$ cat src/rtl/hex_gate_tester.sv
// In-circuit tester for six-channel single-input gate packages (inverter or buffer).
// Walks each channel through input levels 0 then 1 and accumulates pass/fail results.
module hex_gate_tester #(
   parameter int SETTLE = 1,
   parameter bit INVERT = 1'b1
) (
   input  logic       clk,
   input  logic       rst,
   input  logic       start,
   output logic [5:0] dut_a,
   input  logic [5:0] dut_y,
   output logic       busy,
   output logic       done,
   output logic [7:0] test_count,
   output logic [7:0] error_count,
   output logic [5:0] fail_chan
);

   typedef enum logic [2:0] {
      ST_IDLE,
      ST_DRIVE,
      ST_WAIT,
      ST_CHECK,
      ST_DONE
   } state_t;

   localparam logic [7:0] SETTLE_L = 8'(SETTLE);

   state_t     state_q, state_d;
   logic [2:0] chan_q, chan_d;
   logic       val_q, val_d;
   logic [7:0] settle_q, settle_d;
   logic [5:0] dut_a_q, dut_a_d;
   logic       busy_q, busy_d;
   logic       done_q, done_d;
   logic [7:0] test_q, test_d;
   logic [7:0] err_q, err_d;
   logic [5:0] fail_q, fail_d;
   logic       exp_bit;
   logic       mismatch;

   // x or z on the sampled output must count as a failure, hence the case inequality
   always_comb begin
      exp_bit  = INVERT ? ~val_q : val_q;
      mismatch = (dut_y[chan_q] !== exp_bit);
   end

   always_comb begin
      state_d  = state_q;
      chan_d   = chan_q;
      val_d    = val_q;
      settle_d = settle_q;
      dut_a_d  = dut_a_q;
      busy_d   = busy_q;
      done_d   = done_q;
      test_d   = test_q;
      err_d    = err_q;
      fail_d   = fail_q;
      case (state_q)
         ST_IDLE, ST_DONE: begin
            if (start) begin
               test_d  = 8'd0;
               err_d   = 8'd0;
               fail_d  = 6'd0;
               dut_a_d = 6'd0;
               chan_d  = 3'd0;
               val_d   = 1'b0;
               busy_d  = 1'b1;
               done_d  = 1'b0;
               state_d = ST_DRIVE;
            end
         end
         ST_DRIVE: begin
            dut_a_d[chan_q] = val_q;
            settle_d        = SETTLE_L;
            state_d         = ST_WAIT;
         end
         ST_WAIT: begin
            settle_d = settle_q - 8'd1;
            if (settle_q <= 8'd1) begin
               state_d = ST_CHECK;
            end
         end
         ST_CHECK: begin
            if (test_q != 8'hFF) begin
               test_d = test_q + 8'd1;
            end
            if (mismatch) begin
               if (err_q != 8'hFF) begin
                  err_d = err_q + 8'd1;
               end
               fail_d[chan_q] = 1'b1;
            end
            if (!val_q) begin
               val_d   = 1'b1;
               state_d = ST_DRIVE;
            end else if (chan_q < 3'd5) begin
               chan_d  = chan_q + 3'd1;
               val_d   = 1'b0;
               state_d = ST_DRIVE;
            end else begin
               busy_d  = 1'b0;
               done_d  = 1'b1;
               state_d = ST_DONE;
            end
         end
         default: state_d = ST_IDLE;
      endcase
   end

   always_ff @(posedge clk or posedge rst) begin
      if (rst) begin
         state_q  <= ST_IDLE;
         chan_q   <= 3'd0;
         val_q    <= 1'b0;
         settle_q <= 8'd0;
         dut_a_q  <= 6'd0;
         busy_q   <= 1'b0;
         done_q   <= 1'b0;
         test_q   <= 8'd0;
         err_q    <= 8'd0;
         fail_q   <= 6'd0;
      end else begin
         state_q  <= state_d;
         chan_q   <= chan_d;
         val_q    <= val_d;
         settle_q <= settle_d;
         dut_a_q  <= dut_a_d;
         busy_q   <= busy_d;
         done_q   <= done_d;
         test_q   <= test_d;
         err_q    <= err_d;
         fail_q   <= fail_d;
      end
   end

   assign dut_a       = dut_a_q;
   assign busy        = busy_q;
   assign done        = done_q;
   assign test_count  = test_q;
   assign error_count = err_q;
   assign fail_chan   = fail_q;

endmodule

$ cat config.mk
export PLATFORM = sky130hd
export DESIGN_NAME = hex_gate_tester
export DESIGN_NICKNAME = d
export VERILOG_FILES = /design/src/rtl/hex_gate_tester.sv
export SDC_FILE = /design/constraint.sdc
export NUM_CORES = 1
export LEC_CHECK = 0
export CORE_ASPECT_RATIO = 1.4
export CORE_MARGIN = 2
export CORE_UTILIZATION = 48
export CTS_BUF_LIST = sky130_fd_sc_hd__clkbuf_16
export CTS_CLUSTER_DIAMETER = 100
export CTS_CLUSTER_SIZE = 8
export DETAILED_ROUTE_END_ITERATION = 16
export PLACE_DENSITY = 0.79
export SKIP_CTS_REPAIR_TIMING = 1
export SLEW_MARGIN = 25
export SYNTH_ARGS = -nofsm -noshare
export SYNTH_HDL_FRONTEND = slang
export SYNTH_SLANG_ARGS = --single-unit
$ cat constraint.sdc
create_clock -name clk -period 2.1 [get_ports clk]
set_input_delay 0.315 -clock clk [delete_from_list [all_inputs] [get_ports clk]]
set_output_delay 0.315 -clock clk [all_outputs]
set_load 0.005 [all_outputs]
[Word-level counts from Yosys, hierarchy flattened]
Index checks and enable logic that the tools add are counted.
Word-level totals
  register bits after elaboration: 45
  input port bits: 9
  logic and storage cells: 85
Operators by class
  add/subtract/negate cells: 4
  magnitude comparators: 4
  eq/ne operators: 15
  multiplexer cells: 36
  bitwise logic cells: 2
  reduce and logical (&&, ||, !) cells: 14
Operators with widths (number)
  $pmux 8 s2: 3
  $mux 8: 4
  $pmux 6 s2: 2
  $mux 3: 7
  $add 8x1->8 const B: 2
  $ne 2x2->1 const B: 8
  $ne 8x8->1 const B: 2
  $mux 6: 2
  $pmux 3 s4: 1
  $reduce_and 4->1: 3
  $mux 1: 10
  $le 8x1->1 const B: 1
  $sub 8x1->8 const B: 1
  $bwmux 6: 1
  $eq 3x2->1 const B: 2
  $or 6x6->6: 1
  $pmux 1 s2: 3
  $pmux 3 s2: 1
  $reduce_and 2->1: 3
  $reduce_and 3->1: 2
  $reduce_bool 2->1: 3
  $lt 3x4->1 const B: 1
  $add 3x1->3 const B: 1
  $bmux 1 s3: 1
  other kinds (10): 10

[Longest topological paths before layout]
Gate-level depths: netlist (run 1).
  word-level depth: 7
  gate-level depth with buffers: 7

[Worst setup path after synthesis (run 1)]
No wires, ideal clock.
  path kind: register to register
  from: register state_q[2]
  to: register settle_q[7]
  setup time: 127 ps
  data arrival time: 2073 ps
  path slack: -100 ps
  cell stages (with the launch flop): 7
  period minus slack after synthesis: 2200 ps
  path through: dfrtp_1 -> clkbuf_1 -> or4b_1 -> or4_1 -> or4_1 -> nand3_1 -> o21ai_0
On the way
  longest elaborated chain between the ends: 2
  elaborated cells on any way between the ends: 4
Ends and longest elaborated chain
  start, declared: line 29  | state_t state_q, state_d;
  start signal, assigned: line 124  | state_q <= state_d;
  $eq 3x2->1 or $eq 3x1->1 (tied branches): line 59  | case (state_q)
  $pmux 8 s2 or $reduce_bool 2->1 (tied branches)
  end signal, assigned: line 127  | settle_q <= settle_d;
  end, declared: line 32  | logic [7:0] settle_q, settle_d;
Several ways; a longest one is shown, not always the timed one.
A chain may end at the register's enable or synchronous reset.

[Worst setup path in the final report (run 1)]
  from: register chan_q[0]
  to: register err_q[5] (netlist: error_count[5])
On the way
  longest elaborated chain between the ends: 5
Ends and longest elaborated chain
  start, declared: line 30  | logic [2:0] chan_q, chan_d;
  start signal, assigned: line 125  | chan_q <= chan_d;
  $bmux 1 s3: line 45  | mismatch = (dut_y[chan_q] !== exp_bit);
  $mux 1 (implied by the code): line 45
  $nex 1x1->1: line 45
  $ne 2x2->1 (no source line)
  $reduce_and 4->1 (no source line)
  end signal, assigned: line 132  | err_q <= err_d;
  end, declared: line 37  | logic [7:0] err_q, err_d;
No other way between the ends. The select of a mux whose other input is x is not followed.

==> run summary, run 1 <==
cell taking the most area after synthesis - dfrtp_1
final core occ - 68.0%
vias in the first global route - 1923
total track usage - 20.9%
TritonCTS buffer count - 5
fin cells - 357
GR Util met3 - 4.07%
asr flop ratio synth - 100%
drt initial violations - 135
Worst Setup End Kind - flop
Crit path depth - 7
syn_nets - 254
Vias - 2029
M2 GR Usage - 36.8%
grt peak-use layer - met2
Gate Count Post-Synth - 240
Setup-failing EPs final - 0
P per Cell Area - 1130 mW/mm2
Final Instance Area - 0.00311 mm2
Synth cell types - 48
Rows - 29
worst hold path class - in2async
XOR/XNOR Fraction of Synth Area - 3.41%
Setup crit start - chan_q[0]$_DFFE_PP0P_
GRT Residual Overflow - 0
first-pass GRT wire length - 8.91 mm
1st-pass router iterations - 4
Layout area overhead - 34.2%
Buf/Inv on CP - 2
cell family with most CP delay - flip-flops
synthesis-stage register bit count - 45
largest family of logic cells by synthesized area - simple AND/OR/NAND/NOR gates
worst slew pin tran - 0.667 ns
top-area cell type share of the netlist area - 48.6%
Crit path arrival time - 2.23 ns
GR Layer Usage met1 - 25.1%
Post-Synthesis Cell Area - 0.00231 mm2
worst setup path end - error_count[5]$_DFFE_PP0P_
slowest stage cell on the critical path - dfrtp_2
Worst path max stage delay - 0.44 ns
DR WL/cell - 15.1 um
Die Y - 86.2 um
post-layout minimum cycle time - 2.07 ns
CTS tree - built
ANT cells - 0
maxcap violations - 0
CP most frequent cell - buf_4
FF-to-FF setup slack - 0.03 ns
pin count of the biggest net entering global routing - 46
Synth Area in Adders - 2.70%
slew margin rel. - 55.4%
share of post-route cells with drive strength above 1 - 15.3%
Placer Congestion - 0.794
CTS sink cnt - 45
Fin. Hold Viols - 0
Slew Viols, Final - 0
synth top area cells - dfrtp_1, mux2i_1, nor2_1
Placed Instance Area - 0.00290 mm2
period utilisation layout - 98.5%
CORE AREA - 0.00457 mm2
Max Fanout on Critical Path - 8
worst r2r src - chan_q[0]$_DFFE_PP0P_
nets@finish - 309
Worst setup SP type - flop
DRT Wirelength - 5.40 mm
Die W - 62.7 um
root buffer cell - clkbuf_16
Seq/Total Area, Yosys - 48.6%
Synthesis Warnings - 0
status - finished clean
DRC - 0
Clock Skews - 0.00474 ns
Worst R2R End - error_count[5]$_DFFE_PP0P_
mean post-synth cell area - 9.64 um2
Buffers on Ports - 38
initial antenna violation count - 0
starting density of the core - 50.6%
unrepaired setup endpoints after global routing - true
placed insts - 350
Worst-path clk slew - 0.06 ns
H-Tree Depth - 2
leakage power - 1.33 nW
VDD IR-drop max - 567 uV
Peak Freq - 483 MHz
DIE AREA - 0.00540 mm2
setup TNS - 0 ns
clock buffer depth - 2
ys flop type - dfrtp_1
mux contribution to synthesized area - 6.81%
CP Cell Sequence - mux2_4, a222oi_1, buf_4, xnor2_2, buf_4, nor4b_1, nor3_1
Synth Area in Compound Gates - 14.2%
CP Data Required Time - 2.26 ns
simple-gate portion of the synthesized area - 20.1%
antenna-violating nets left - 0
Clock Latency Late Sink - 0.29 ns
Crit Path Class - reg2reg
Ports - 39
placed wire-length estimate - 3.65 mm
EDFF count, synth - 0
r2r worst-path depth - 7
via-per-instance ratio - 5.68
## worst reg2reg max path, stage by stage (launching register included)
cell	delay [ns]
dfrtp_2	0.44
mux2_4	0.31
a222oi_1	0.31
buf_4	0.18
xnor2_2	0.19
buf_4	0.21
nor4b_1	0.23
nor3_1	0.09
## metal layers
layer / wire length (um) / up-vias
li1: - / 980
met1: 2190 / 989
met2: 2900 / 54
met3: 234 / 6
met4: 76 / 0
met5: 0 / -
## stage by stage
| stage | power [mW] | hold WS [ns] | worst slack, ns |
|---|---|---|---|
| global route | 3.75 | 0.519 | -0.0530 |
| CTS | 3.45 | 0.484 | -0.127 |
| global placement | 2.66 | 0.462 | -0.262 |
| detailed placement | 2.70 | 0.470 | -0.312 |
| floorplan | 2.09 | 0.399 | -0.0451 |
| finish | 3.52 | 0.475 | 0.0317 |
## cell usage in the layout (no fill, tap or decap), types with 2 or more instances in the layout
master and instances:
o22ai_1 2, nor2b_1 4, o311ai_0 2, nand3_1 13, clkbuf_16 5, mux2_4 2
nand2_1 24, nor3_1 6, nor2_1 26, inv_1 10, nor4_1 2, o21ai_0 8
or4_4 2, clkdlybuf4s50_1 38, buf_4 23, a32o_1 3, o31ai_1 2, ha_1 5
a22o_1 2, o211ai_1 2, o41ai_1 2, and2_1 3, dfrtp_1 44, a21oi_1 7
mux2i_1 12, o21ai_1 3, xnor2_1 3, xor2_1 4, o41ai_2 2, or4_1 3
clkinv_1 2, and3_1 2
## worst min-delay path by stage
stage / startpoint / endpoint / slack, ns / cells past startpoint
4_1_cts: busy$_DFFE_PP0P_ / busy$_DFFE_PP0P_ / 0.48 / 2
3_3_place_gp: busy$_DFFE_PP0P_ / busy$_DFFE_PP0P_ / 0.46 / 2
3_5_place_dp: busy$_DFFE_PP0P_ / busy$_DFFE_PP0P_ / 0.47 / 2
5_1_grt: settle_q[7]$_DFFE_PP0N_ / settle_q[7]$_DFFE_PP0N_ / 0.52 / 1
6_report: rst / dut_a[0]$_DFFE_PP0P_ / 0.48 / 3
2_1_floorplan: start / state_q[2]$_DFFE_PP0P_ / 0.40 / 1
## cells by family (layout without fill, tap and decap cells)
family | after synthesis | after routing
muxes | 15 | 15
and+or+nand+nor | 96 | 96
buffers and inverters | 23 | 78
adders and majority gates | 5 | 5
AOI/OAI and AO/OA | 47 | 47
DFF | 45 | 45
xor gates and xnor gates | 9 | 9
## cells in the mapped netlist (2+ instances only)
cell type  count
inv_1         10
and3_1         2
o31ai_1        2
nor4_1         3
a21oi_1        7
nor2_1        27
buf_1          2
o21ai_0       12
or4_1          5
nand3_1       14
dfrtp_1       45
nand2_1       25
a22o_1         2
xor2_1         5
o41ai_1        4
mux2i_1       12
ha_1           5
o22ai_1        2
clkbuf_1       9
o311ai_0       3
and2_1         3
o211ai_1       2
nor3_1         6
a32o_1         3
xnor2_1        4
nor2b_1        4
## registers in the layout, summed over array words and instances (netlist names)
| register | flops |
|---|---|
| state_q | 3 |
| fail_chan | 6 |
| chan_q | 3 |
| busy | 1 |
| test_count | 8 |
| dut_a | 6 |
| val_q | 1 |
| error_count | 8 |
| settle_q | 8 |
| done | 1 |
## layout make-up
class                           instances  area [um2]
Clock buffer                            5         125
Clock inverter                          2        7.51
Fill cell                             373        1470
Inverter                               10        37.5
Multi-Input combinational cell        172        1180
Sequential cell                        45        1130
Tap cell                               62        77.6
Timing Repair Buffer                   61         553
## report_power, final
group | switching, mW | internal [mW] | total (mW)
combinational | 0.778 | 0.736 | 1.51
clock | 0.308 | 0.426 | 0.734
sequential | 0.199 | 1.07 | 1.27
Note: power is estimated with default switching activity, not from simulation.
==> inputs of run 2 (changes only) <==
--- a/config.mk
+++ b/config.mk
@@ -5,6 +5,7 @@
 export SDC_FILE = /design/constraint.sdc
 export NUM_CORES = 1
 export LEC_CHECK = 0
+export ABC_AREA = 1
 export CORE_ASPECT_RATIO = 1.4
 export CORE_MARGIN = 2
 export CORE_UTILIZATION = 48
==> constraint.sdc (replaced) <==
create_clock -name clk -period 2.1 [get_ports clk]
set_input_delay 0.315 -clock clk [delete_from_list [all_inputs] [get_ports clk]]
set_output_delay 0.315 -clock clk [all_outputs]
set_load 0.01 [all_outputs]
==> run summary, run 2 <==
Sw Share - 42.0% (was 36.6%)
largest family of logic cells by synthesized area - simple AND/OR/NAND/NOR gates (unchanged)
status - finished clean (unchanged)
ANT cells - 0 (unchanged)
CP Data Required Time - 2.27 ns (was 2.26 ns)
Fin. Hold Viols - 0 (unchanged)
H-Tree Depth - 2 (unchanged)
TritonCTS buffer count - 5 (unchanged)
DIE AREA - 0.00567 mm2 (was 0.00540 mm2)
Synth Area in Compound Gates - 13.9% (was 14.2%)
VDD IR-drop max - 742 uV (was 567 uV)
Clk pwr share - 19.8% (was 20.9%)
Crit Path Class - reg2reg (unchanged)
total power - 3.65 mW (was 3.52 mW)
simple-gate portion of the synthesized area - 29.5% (was 20.1%)
syn_nets - 317 (was 254)
Placed Instance Area - 0.00291 mm2 (was 0.00290 mm2)
Slew Viols, Final - 0 (unchanged)
Int Power - 2.11 mW (was 2.23 mW)
leakage power - 1.44 nW (was 1.33 nW)
nets@finish - 360 (was 309)
unrepaired setup endpoints after global routing - false (was true)
EDFF count, synth - 0 (unchanged)
root buffer cell - clkbuf_16 (unchanged)
Flop pwr share - 35.8% (was 36.1%)
Clock Latency Late Sink - 0.28 ns (was 0.29 ns)
Final Instance Area - 0.00305 mm2 (was 0.00311 mm2)
synthesis-stage register bit count - 45 (unchanged)
ys flop type - dfrtp_1 (unchanged)
asr flop ratio synth - 100% (unchanged)
Post-Synthesis Cell Area - 0.00244 mm2 (was 0.00231 mm2)
DRC - 0 (unchanged)
Synth Area in Adders - 2.57% (was 2.70%)
clock buffer depth - 2 (unchanged)
top cells by count, synth - nand2_1, dfrtp_1, nand3_1 (was dfrtp_1, nor2_1, nand2_1)
mux contribution to synthesized area - 0% (was 6.81%)
sw power - 1.53 mW (was 1.29 mW)
P per Cell Area - 1200 mW/mm2 (was 1130 mW/mm2)
slew margin rel. - 71.6% (was 55.4%)
Synthesis Warnings - 0 (unchanged)
Gate Count Post-Synth - 303 (was 240)
Placer Congestion - 0.775 (was 0.794)
Die W - 64.2 um (was 62.7 um)
Comb power frac - 44.3% (was 43.1%)
Ports - 39 (unchanged)
Vias - 2167 (was 2029)
CTS sink cnt - 45 (unchanged)
Synth cell types - 37 (was 48)
setup TNS - 0 ns (unchanged)
count leader, synth - nand2_1 (was dfrtp_1)
Die Y - 88.3 um (was 86.2 um)
initial antenna violation count - 0 (unchanged)
placed wire-length estimate - 3.79 mm (was 3.65 mm)
final setup margin - 0.333 ns (was 0.0317 ns)
Place WS - 0.170 ns (was -0.312 ns)
Max Fanout on Critical Path - 9 (was 8)
Setup-failing EPs final - 0 (unchanged)
worst hold path class - in2async (unchanged)
Worst Setup End Kind - flop (unchanged)
Layout area overhead - 24.9% (was 34.2%)
1st-pass router iterations - 4 (unchanged)
post-layout minimum cycle time - 1.77 ns (was 2.07 ns)
Buffers on Ports - 38 (unchanged)
cell taking the most area after synthesis - dfrtp_1 (unchanged)
antenna-violating nets left - 0 (unchanged)
most common cell after layout, fill and taps aside - nand2_1 (was dfrtp_1)
DRT Wirelength - 5.17 mm (was 5.40 mm)
total track usage - 20.6% (was 20.9%)
synth top area cells - dfrtp_1, nand2_1, nand3_1 (was dfrtp_1, mux2i_1, nor2_1)
fin cells - 410 (was 357)
placed insts - 403 (was 350)
Worst-path clk slew - 0.06 ns (about the same)
period utilisation layout - 84.1% (was 98.5%)
Clock Skews - 0.00507 ns (was 0.00474 ns)
Peak Freq - 566 MHz (was 483 MHz)
top-area cell type share of the netlist area - 46.2% (was 48.6%)
Hold WS - 0.368 ns (was 0.475 ns)
Worst setup SP type - flop (unchanged)
pin count of the biggest net entering global routing - 46 (unchanged)
via-per-instance ratio - 5.29 (was 5.68)
first-pass GRT wire length - 9.26 mm (was 8.91 mm)
GRT Residual Overflow - 0 (unchanged)
Seq/Total Area, Yosys - 46.2% (was 48.6%)
share of post-route cells with drive strength above 1 - 7.23% (was 15.3%)
drt initial violations - 117 (was 135)
DR WL/cell - 12.6 um (was 15.1 um)
final core occ - 62.4% (was 68.0%)
starting density of the core - 50.0% (was 50.6%)
CTS tree - built (unchanged)
Rows - 30 (was 29)
vias in the first global route - 2032 (was 1923)
maxcap violations - 0 (unchanged)
CORE AREA - 0.00488 mm2 (was 0.00457 mm2)
most frequent cells in the layout - nand2_1, dfrtp_1, clkdlybuf4s50_1, nand3_1 (was dfrtp_1, clkdlybuf4s50_1, nor2_1, nand2_1, buf_4)
Crit path arrival time - 1.93 ns (was 2.23 ns)
worst slew pin tran - 0.423 ns (was 0.667 ns)
XOR/XNOR Fraction of Synth Area - 1.44% (was 3.41%)
mean post-synth cell area - 8.05 um2 (was 9.64 um2)
-- run 2: cell types whose count changed after synthesis, sizes merged, moves of 5 or more --
cell and delta:
a21oi +8, clkbuf -7, inv +24, mux2i -12, nand2 +49, nand3 +17, o21ai +8, or4 -5
-- run 2: final timing paths --
check	from	to	slack, ns	depth (start not counted)
worst max-delay path	state_q[0]$_DFFE_PP0P_	error_count[6]$_DFFE_PP0P_	0.33	8
worst min-delay path	rst	error_count[4]$_DFFE_PP0P_	0.37	3
worst max register to register	state_q[0]$_DFFE_PP0P_	error_count[6]$_DFFE_PP0P_	0.33	8
worst min register to register	dut_a[4]$_DFFE_PP0P_	dut_a[4]$_DFFE_PP0P_	0.50	1
max in group asynchronous	rst	test_count[7]$_DFFE_PP0P_	1.52	3
min in group clk	dut_a[4]$_DFFE_PP0P_	dut_a[4]$_DFFE_PP0P_	0.50	1
-- run 2: layer usage --
| metal | GRT usage (%) | part of all wire [%] | vias to the layer above |
|---|---|---|---|
| li1 | - | - | 1105 |
| met1 | 25.4 | 44 | 1012 |
| met2 | 36.6 | 52 | 45 |
| met3 | 3.82 | 3.0 | 5 |
| met4 | 6.19 | 1.0 | 0 |
| met5 | 0 | 0 | - |
-- run 2: layout make-up --
class,instances,area [um2]
Fill cell,413,1830
Inverter,34,130
Clock inverter,2,7.51
Timing Repair Buffer,42,423
Clock buffer,5,125
Sequential cell,45,1130
Tap cell,64,80.1
Multi-Input combinational cell,218,1150
-- run 2: worst max-delay path, cell delays in order, from the launching register on --
cell and delay [ns]:
dfrtp_1 0.42, nor2_1 0.24, nand2_2 0.20, nand2_4 0.16
inv_2 0.06, a31oi_4 0.31, nand2_4 0.13, nand2_1 0.08
nand2_1 0.05
-- run 2: cell families (layout without fill, tap and decap cells) --
group | Yosys count | count (layout)
buffers and inverters | 40 | 83
AOI/OAI and AO/OA | 53 | 53
xor gates and xnor gates | 4 | 4
DFF | 45 | 45
adders and majority gates | 5 | 5
and+or+nand+nor | 156 | 156
-- run 2: power by group through the flow --
| stage | logic (mW) | registers [mW] | clock network (mW) |
|---|---|---|---|
| after global placement | 1.58 | 1.31 | 0 |
| final | 1.62 | 1.31 | 0.723 |
| after CTS | 1.63 | 1.30 | 0.738 |
| after floorplan | 1.14 | 1.29 | 0 |
| after global routing | 1.84 | 1.34 | 0.786 |
| after detailed placement | 1.62 | 1.32 | 0 |
==> inputs of run 3 (changes only) <==
==> constraint.sdc (replaced) <==
create_clock -name clk -period 1.46 [get_ports clk]
set_input_delay 0.219 -clock clk [delete_from_list [all_inputs] [get_ports clk]]
set_output_delay 0.219 -clock clk [all_outputs]
set_load 0.01 [all_outputs]
==> run summary, run 3 (synthesis results as in run 2) <==
P per Cell Area - 1760 mW/mm2 (was 1200 mW/mm2)
nets@finish - 418 (was 360)
Buffers on Ports - 38 (unchanged)
DRT Wirelength - 7.00 mm (was 5.17 mm)
Max Fanout on Critical Path - 8 (was 9)
Worst setup SP type - flop (unchanged)
Hold WS - 0.270 ns (was 0.368 ns)
Slew Viols, Final - 0 (unchanged)
Layout area overhead - 54.8% (was 24.9%)
Die Y - 88.3 um (unchanged)
Vias - 2566 (was 2167)
CTS sink cnt - 45 (unchanged)
slew margin rel. - 67.3% (was 71.6%)
worst hold path class - in2async (unchanged)
Crit Path Class - reg2reg (unchanged)
slowest stage cell on the critical path - dfrtp_2 (was dfrtp_1)
CP Cell Sequence - inv_4, nand2_2, nand3_2, nand2_2, nor2_1, nand2_1, nand3_4, buf_12, nand2_4, nand2_1, nand2_1 (was nor2_1, nand2_2, nand2_4, inv_2, a31oi_4, nand2_4, nand2_1, nand2_1)
DIE AREA - 0.00567 mm2 (unchanged)
Ports - 39 (unchanged)
initial antenna violation count - 0 (unchanged)
TritonCTS buffer count - 5 (unchanged)
status - complete, but fails checks (was finished clean)
Setup-failing EPs final - 18 (was 0)
total track usage - 21.3% (was 20.6%)
Clock Skews - 0.00378 ns (was 0.00507 ns)
fin cells - 469 (was 410)
final setup margin - -0.113 ns (was 0.333 ns)
vias in the first global route - 2210 (was 2032)
DRC - 0 (unchanged)
pin count of the biggest net entering global routing - 46 (unchanged)
Buf/Inv on CP - 2 (was 1)
placed wire-length estimate - 4.15 mm (was 3.79 mm)
Peak Freq - 636 MHz (was 566 MHz)
Worst Setup End Kind - flop (unchanged)
DR WL/cell - 14.9 um (was 12.6 um)
first-pass GRT wire length - 9.72 mm (was 9.26 mm)
Worst path max stage delay - 0.47 ns (was 0.42 ns)
worst slew pin tran - 0.486 ns (was 0.423 ns)
placed insts - 440 (was 403)
post-layout minimum cycle time - 1.57 ns (was 1.77 ns)
leakage power - 2.07 nW (was 1.44 nW)
most common cell after layout, fill and taps aside - nand2_1 (unchanged)
Worst-path clk slew - 0.06 ns (about the same)
unrepaired setup endpoints after global routing - true (was false)
final core occ - 77.4% (was 62.4%)
CTS tree - built (unchanged)
CP Data Required Time - 1.63 ns (was 2.27 ns)
antenna-violating nets left - 0 (unchanged)
starting density of the core - 50.0% (unchanged)
GRT Residual Overflow - 0 (unchanged)
VDD IR-drop max - 1230 uV (was 742 uV)
maxcap violations - 0 (unchanged)
share of post-route cells with drive strength above 1 - 32.3% (was 7.23%)
Clock Latency Late Sink - 0.28 ns (about the same)
failing checks - negative setup slack
most frequent cells in the layout - nand2_1, buf_4, dfrtp_1, nand3_1, inv_1 (was nand2_1, dfrtp_1, clkdlybuf4s50_1, nand3_1)
Die W - 64.2 um (unchanged)
Rows - 30 (unchanged)
cell family with most CP delay - simple AND/OR/NAND/NOR gates (unchanged)
Placer Congestion - 0.873 (was 0.775)
Final Instance Area - 0.00378 mm2 (was 0.00305 mm2)
clock buffer depth - 2 (unchanged)
Fin. Hold Viols - 0 (unchanged)
CP most frequent cell - nand2_1
H-Tree Depth - 2 (unchanged)
CORE AREA - 0.00488 mm2 (unchanged)
1st-pass router iterations - 5 (was 4)
Crit path arrival time - 1.74 ns (was 1.93 ns)
ANT cells - 0 (unchanged)
via-per-instance ratio - 5.47 (was 5.29)
Placed Instance Area - 0.00323 mm2 (was 0.00291 mm2)
root buffer cell - clkbuf_16 (unchanged)
drt initial violations - 180 (was 117)
period utilisation layout - 108% (was 84.1%)
run 3: cell types whose count changed in the layout (fill, tap and decap cells not counted), sizes merged:
cell,change
buf,+57
clkdlybuf4s50,-17
dlymetal6s2s,+17
clkinv,+2
clkbuf,+1
inv,-1
run 3: metal layers:
metal  share of wire (%)  global-route usage [%]
met3                 5.9                    3.31
met1                  38                    26.1
met4                 2.1                    6.19
met5                   0                       0
met2                  54                    38.7
run 3: path summary, 6_finish.rpt:
path | slack, ns | cells after the start | start | endpoint
max | -0.11 | 11 | chan_q[0]$_DFFE_PP0P_ | error_count[7]$_DFFE_PP0P_
min | 0.27 | 3 | rst | error_count[4]$_DFFE_PP0P_
max reg2reg | -0.11 | 11 | chan_q[0]$_DFFE_PP0P_ | error_count[7]$_DFFE_PP0P_
min reg2reg | 0.49 | 2 | busy$_DFFE_PP0P_ | busy$_DFFE_PP0P_
max in group asynchronous | 0.94 | 3 | rst | chan_q[0]$_DFFE_PP0P_
min in group clk | 0.49 | 2 | busy$_DFFE_PP0P_ | busy$_DFFE_PP0P_
run 3: cell type report:
cell class	count	area, um2
Clock buffer	5	125
Clock inverter	3	12.5
Fill cell	318	1100
Inverter	34	138
Multi-Input combinational cell	218	1330
Sequential cell	45	1130
Tap cell	64	80.1
Timing Repair Buffer	100	955
run 3: power breakdown:
group	internal [mW]	total, mW	switching, mW
sequential	1.55	1.87	0.319
combinational	1.71	3.72	2.01
clock	0.619	1.06	0.445
total	3.88	6.66	2.78
run 3: per-stage QoR:
stage | worst slack (ns) | TNS, ns | power, mW
6_report | -0.113 | -1.22 | 6.66
2_1_floorplan | -0.00995 | -0.0602 | 3.53
3_5_place_dp | -0.166 | -2.20 | 4.78
3_3_place_gp | -0.130 | -1.66 | 4.70
5_1_grt | -0.239 | -3.59 | 7.09
4_1_cts | -0.0866 | -1.38 | 5.88
run 3: worst register-to-register path: stages (launching register included):
cell and delay [ns]:
dfrtp_2 0.47, inv_4 0.12, nand2_2 0.07, nand3_2 0.07, nand2_2 0.07, nor2_1 0.10
nand2_1 0.09, nand3_4 0.13, buf_12 0.13, nand2_4 0.08, nand2_1 0.07, nand2_1 0.06
==> variant 1, RTL diff (config.mk and constraints of run 3) <==
Set the parameter `INVERT` to 1'b0 (it was 1'b1).
--- a/src/rtl/hex_gate_tester.sv
+++ b/src/rtl/hex_gate_tester.sv
@@ -4,3 +4,3 @@
    parameter int SETTLE = 1,
-   parameter bit INVERT = 1'b1
+   parameter bit INVERT = 1'b0
 ) (
Function: changed (a bounded check fails within 10 cycles, from zero or initial values and one cycle with rst high).
==> variant 1 against run 3 <==
The flow still finishes with violations (negative setup slack). First-iteration DRC count is 6.7% higher. Maximum frequency grew 0.24%. Sequential share of layout area fell by 0.14 points. Non-clock buffer count down 5. Final area is essentially flat. Wire length grew 5.2%. Total power up 1.6%. Combinational power is 1% lower. Sequential power fell by 4%. Area after synthesis grew 1.2%. Worst setup slack better by 0.0038 ns. Sequential cell count did not move. Critical path type unchanged. Critical endpoint unchanged.
==> variant 1: results (changes against run 3) <==
status=finished, violations left; violated checks=negative setup slack; drt total wl=7370 um (+5.2%); routed length on met2=3930 um (+4.7%); switching power=2.80 mW (+0.97%); DP HPWL=4260 um (+2.6%); synthesized instance count=304 (+0.33%); fillers=291 (-8.5%); met1 global-route usage=23.6% (-2.4 points); GR Util met3=4.71% (+1.4 points); met3 wire len=360 um (-13%); placed inst area=3230 um^2 (about the same); Met1 Wirelength=2850 um (+6.3%); Worst Skew=0.00952 ns (+0.00573 ns); R2R depth=10 (-1); post-route setup TNS=-1.32 ns (-0.106 ns); Comb. pwr=3.68 mW (-1%); Leak=2.04 nW (-1.2%); Clk Latency, worst-skew pair=0.30 ns (+0.02 ns); Setup WS post-layout=-0.109 ns (+0.00383 ns); Vias/cell=5.57 (+1.8%); initial drt markers=192 (+6.7%); final setup vio count=20 (+2); pre-CTS setup slack=-0.284 ns (-0.118 ns); Synthesis Warnings=0 (unchanged); Post-synth top cells=69 x nand2_1, 45 x dfrtp_1, 36 x nor2_1; total number of vias=2,590 (+0.94%); sequential power share=26.6% (-1.5 points); M2 GR Usage=40.5% (+1.8 points); syn nets=318 (+0.32%); FF-to-FF Start=state_q[2]$_DFFE_PP0P_; final net count=414 (-0.96%); GRT Total Usage=21.9% (+0.62 points); Hold Slack=0.280 ns (+0.0108 ns); sequential area share after synthesis=45.6% (-0.56 points); routability cong.=0.836 (-4.2%); antenna fix cells=0 (unchanged); logic gate share of total power=54.4% (-1.5 points); synth top area cells=dfrtp_1 46%, nand2_1 10%, nand3_1 6.1%; worst IR drop on VDD=1.78 mV (+45%); Worst Tran Pin Value=0.329 ns (-0.157 ns); distinct cell type count after synthesis=35 (-5.4%); first-pass GRT wire length=9780 um (+0.71%); vias in the first global route=2,324 (+5.2%)
variant 1: cell types whose count changed after synthesis, sizes merged, moves of 2 or more:
cell and delta:
nor3 -2, inv -3, buf +2, nor3b +2, o21ai +5, nor2 +8
o211ai -2, a21oi -10
variant 1: layout make-up:
type	count	area (um^2)	area share (%)
repair buffers	95	888	23.5
well taps	64	80.1	2.12
flip-flops and latches	45	1130	29.9
multi-input cells	222	1390	36.8
inverters	31	124	3.28
clock inverters	3	41.3	1.09
clock buffers	5	125	3.31
variant 1: critical path, stage by stage (launching register included):
cell	delay [ns]
dfrtp_1	0.38
inv_2	0.07
nand2_4	0.06
nor2_8	0.18
buf_4	0.13
buf_4	0.12
buf_4	0.16
nand2_1	0.08
nor2_1	0.14
nand3_2	0.08
nand2_1	0.08
variant 1: cell families after synthesis:
family	count (synthesis)	share of synthesized area [%]
compound gates	48	12.1
xor+xnor	5	1.77
fa+ha+maj	5	2.53
buf+inv	39	6.99
flops	45	45.6
simple gates	162	31.0
==> variant 2, RTL diff (flow settings as in run 3) <==
Without the edit above. Register the output `error_count` once more, without a reset; this adds one clock of latency there. The other outputs are not delayed to match.
--- a/src/rtl/hex_gate_tester.sv
+++ b/src/rtl/hex_gate_tester.sv
@@ -140,3 +140,5 @@
    assign test_count  = test_q;
-   assign error_count = err_q;
+   always_ff @(posedge clk) begin
+      error_count <= err_q;
+   end
    assign fail_chan   = fail_q;
Check against the original RTL: not equivalent (a bounded check fails within 10 cycles, from zero or initial values and one cycle with rst high).
==> variant 2 against run 3 <==
The flow still finishes with violations (negative setup slack). Area after synthesis up 8.1%. Sequential cell count rose by 8. Worst setup slack got worse by 0.067 ns. Final area increased by 3.8%. Wire length unchanged. Total power increased by 5.9%. Critical path depth unchanged.
==> variant 2: results (changes against run 3) <==
Hold Crit Class=in2async; switching power=2.84 mW (+2.3%); Post-synth top cells=69 x nand2_1, 45 x dfrtp_1, 35 x inv_1; syn nets=329 (+3.8%); Vias/cell=5.52 (+0.87%); per-cell routed wire length=14.7 um (-1.5%); routability cong.=0.876 (+0.36%); synth top area cells=dfrtp_1 43%, nand2_1 9.8%, dfxtp_1 6.1%; FF-to-FF Start=chan_q[0]$_DFFE_PP0P_; GRT Total Usage=22.1% (+0.85 points); Worst Tran Pin Value=0.396 ns (-0.0907 ns); distinct cell type count after synthesis=40 (+8.1%); post-route setup TNS=-1.49 ns (-0.268 ns); share of flip-flops with an asynchronous set or reset=84.9% (-15 points); pre-CTS setup slack=-0.214 ns (-0.0482 ns); worst IR drop on VDD=1.03 mV (-16%); Worst Skew=0.00395 ns (+0.000168 ns); final net count=423 (+1.2%); vias in the first global route=2,513 (+14%); placed inst area=3430 um^2 (+6.0%); Setup WS post-layout=-0.180 ns (-0.0668 ns); RR Endpoint=err_q[4]$_DFFE_PP0P_; drt total wl=7000 um (unchanged); placed insts=459 (+4.3%); share of cells above drive strength 1=31.0% (-1.4 points); first-pass GRT wire length=10,500 um (+8.5%); final setup vio count=14 (-4); crit path DAT=1.82 ns (+0.08 ns); violated checks=negative setup slack; status=finished, violations left; Worst Path Max Fanout=8 (unchanged); sequential area share after synthesis=48.8% (+2.6 points); Leak=2.05 nW (-0.90%); DP HPWL=4420 um (+6.6%); initial drt markers=192 (+6.7%); synthesized instance count=315 (+4.0%)
variant 2: cell types whose count changed after synthesis, sizes merged, moves of 2 or more:
cell / change
a21oi: -5
dfxtp: +8
inv: +4
nand2: -2
nor2: +3
nor3: -3
o211ai: -2
o21a: +2
o21ai: +4
variant 2: power by group through the flow:
stage	clock network, mW	logic (mW)	registers (mW)
4_1_cts	1.35	2.97	2.06
6_report	1.33	3.61	2.11
3_3_place_gp	0	2.83	2.08
3_5_place_dp	0	2.94	2.09
5_1_grt	1.42	3.91	2.16
2_1_floorplan	0	1.65	2.09
variant 2: logic make-up (layout without fill, tap and decap cells):
family                   count (synthesis)  in the layout  share of synthesized area, %
flip-flops                              53             53                          48.8
buffers and inverters                   45            140                          6.83
XOR/XNOR                                 5              5                          1.66
adder cells (fa/ha/maj)                  5              5                          2.37
AND/OR/NAND/NOR                        154            154                          27.9
AO/OA/AOI/OAI                           53             53                          12.5
variant 2: area by class of cell:
class,instances,area (um^2)
Fill cell,351,1320
Multi-Input combinational cell,217,1340
Timing Repair Buffer,93,878
Tap cell,66,82.6
Inverter,39,155
Sequential cell,53,1290
Clock inverter,3,41.3
Clock buffer,5,125
variant 2: worst max path at each step:
stage / startpoint / endpoint / slack (ns) / depth (start not counted)
floorplan: state_q[0]$_DFFE_PP0P_ / err_q[2]$_DFFE_PP0P_ / 0.01 / 10
global route: chan_q[0]$_DFFE_PP0P_ / err_q[2]$_DFFE_PP0P_ / -0.29 / 10
global placement: dut_y[1] / err_q[7]$_DFFE_PP0P_ / -0.14 / 11
CTS: err_q[1]$_DFFE_PP0P_ / err_q[7]$_DFFE_PP0P_ / -0.23 / 9
detailed placement: err_q[1]$_DFFE_PP0P_ / err_q[7]$_DFFE_PP0P_ / -0.21 / 9
finish: chan_q[0]$_DFFE_PP0P_ / err_q[4]$_DFFE_PP0P_ / -0.18 / 11
variant 2: layer usage:
metal  GRT usage, %  part of all wire (%)  up-vias
met5              0                     0        -
met4           10.5                   3.4        0
met3           3.80                   4.3       26
met2           39.8                    55      101
met1           24.4                    37     1271
li1               -                     -     1229
variant 2: per-stage QoR:
| step | util [%] | hold WS [ns] |
|---|---|---|
| 2_1_floorplan | - | 0.388 |
| 3_3_place_gp | 65.4 | 0.452 |
| 3_5_place_dp | 65.4 | 0.458 |
| 4_1_cts | 68.6 | 0.321 |
| 5_1_grt | 74.9 | 0.326 |
| 6_report | 74.9 | 0.301 |
variant 2: worst max-delay path, cell delays in order (launching register included):
cell,delay [ns]
dfrtp_2,0.47
inv_4,0.11
nand2_1,0.05
nand3_1,0.07
nand2_2,0.06
nor2_1,0.08
nand2_1,0.11
nand3_4,0.17
buf_6,0.16
nand2_4,0.08
nand2_1,0.10
nand2_1,0.06
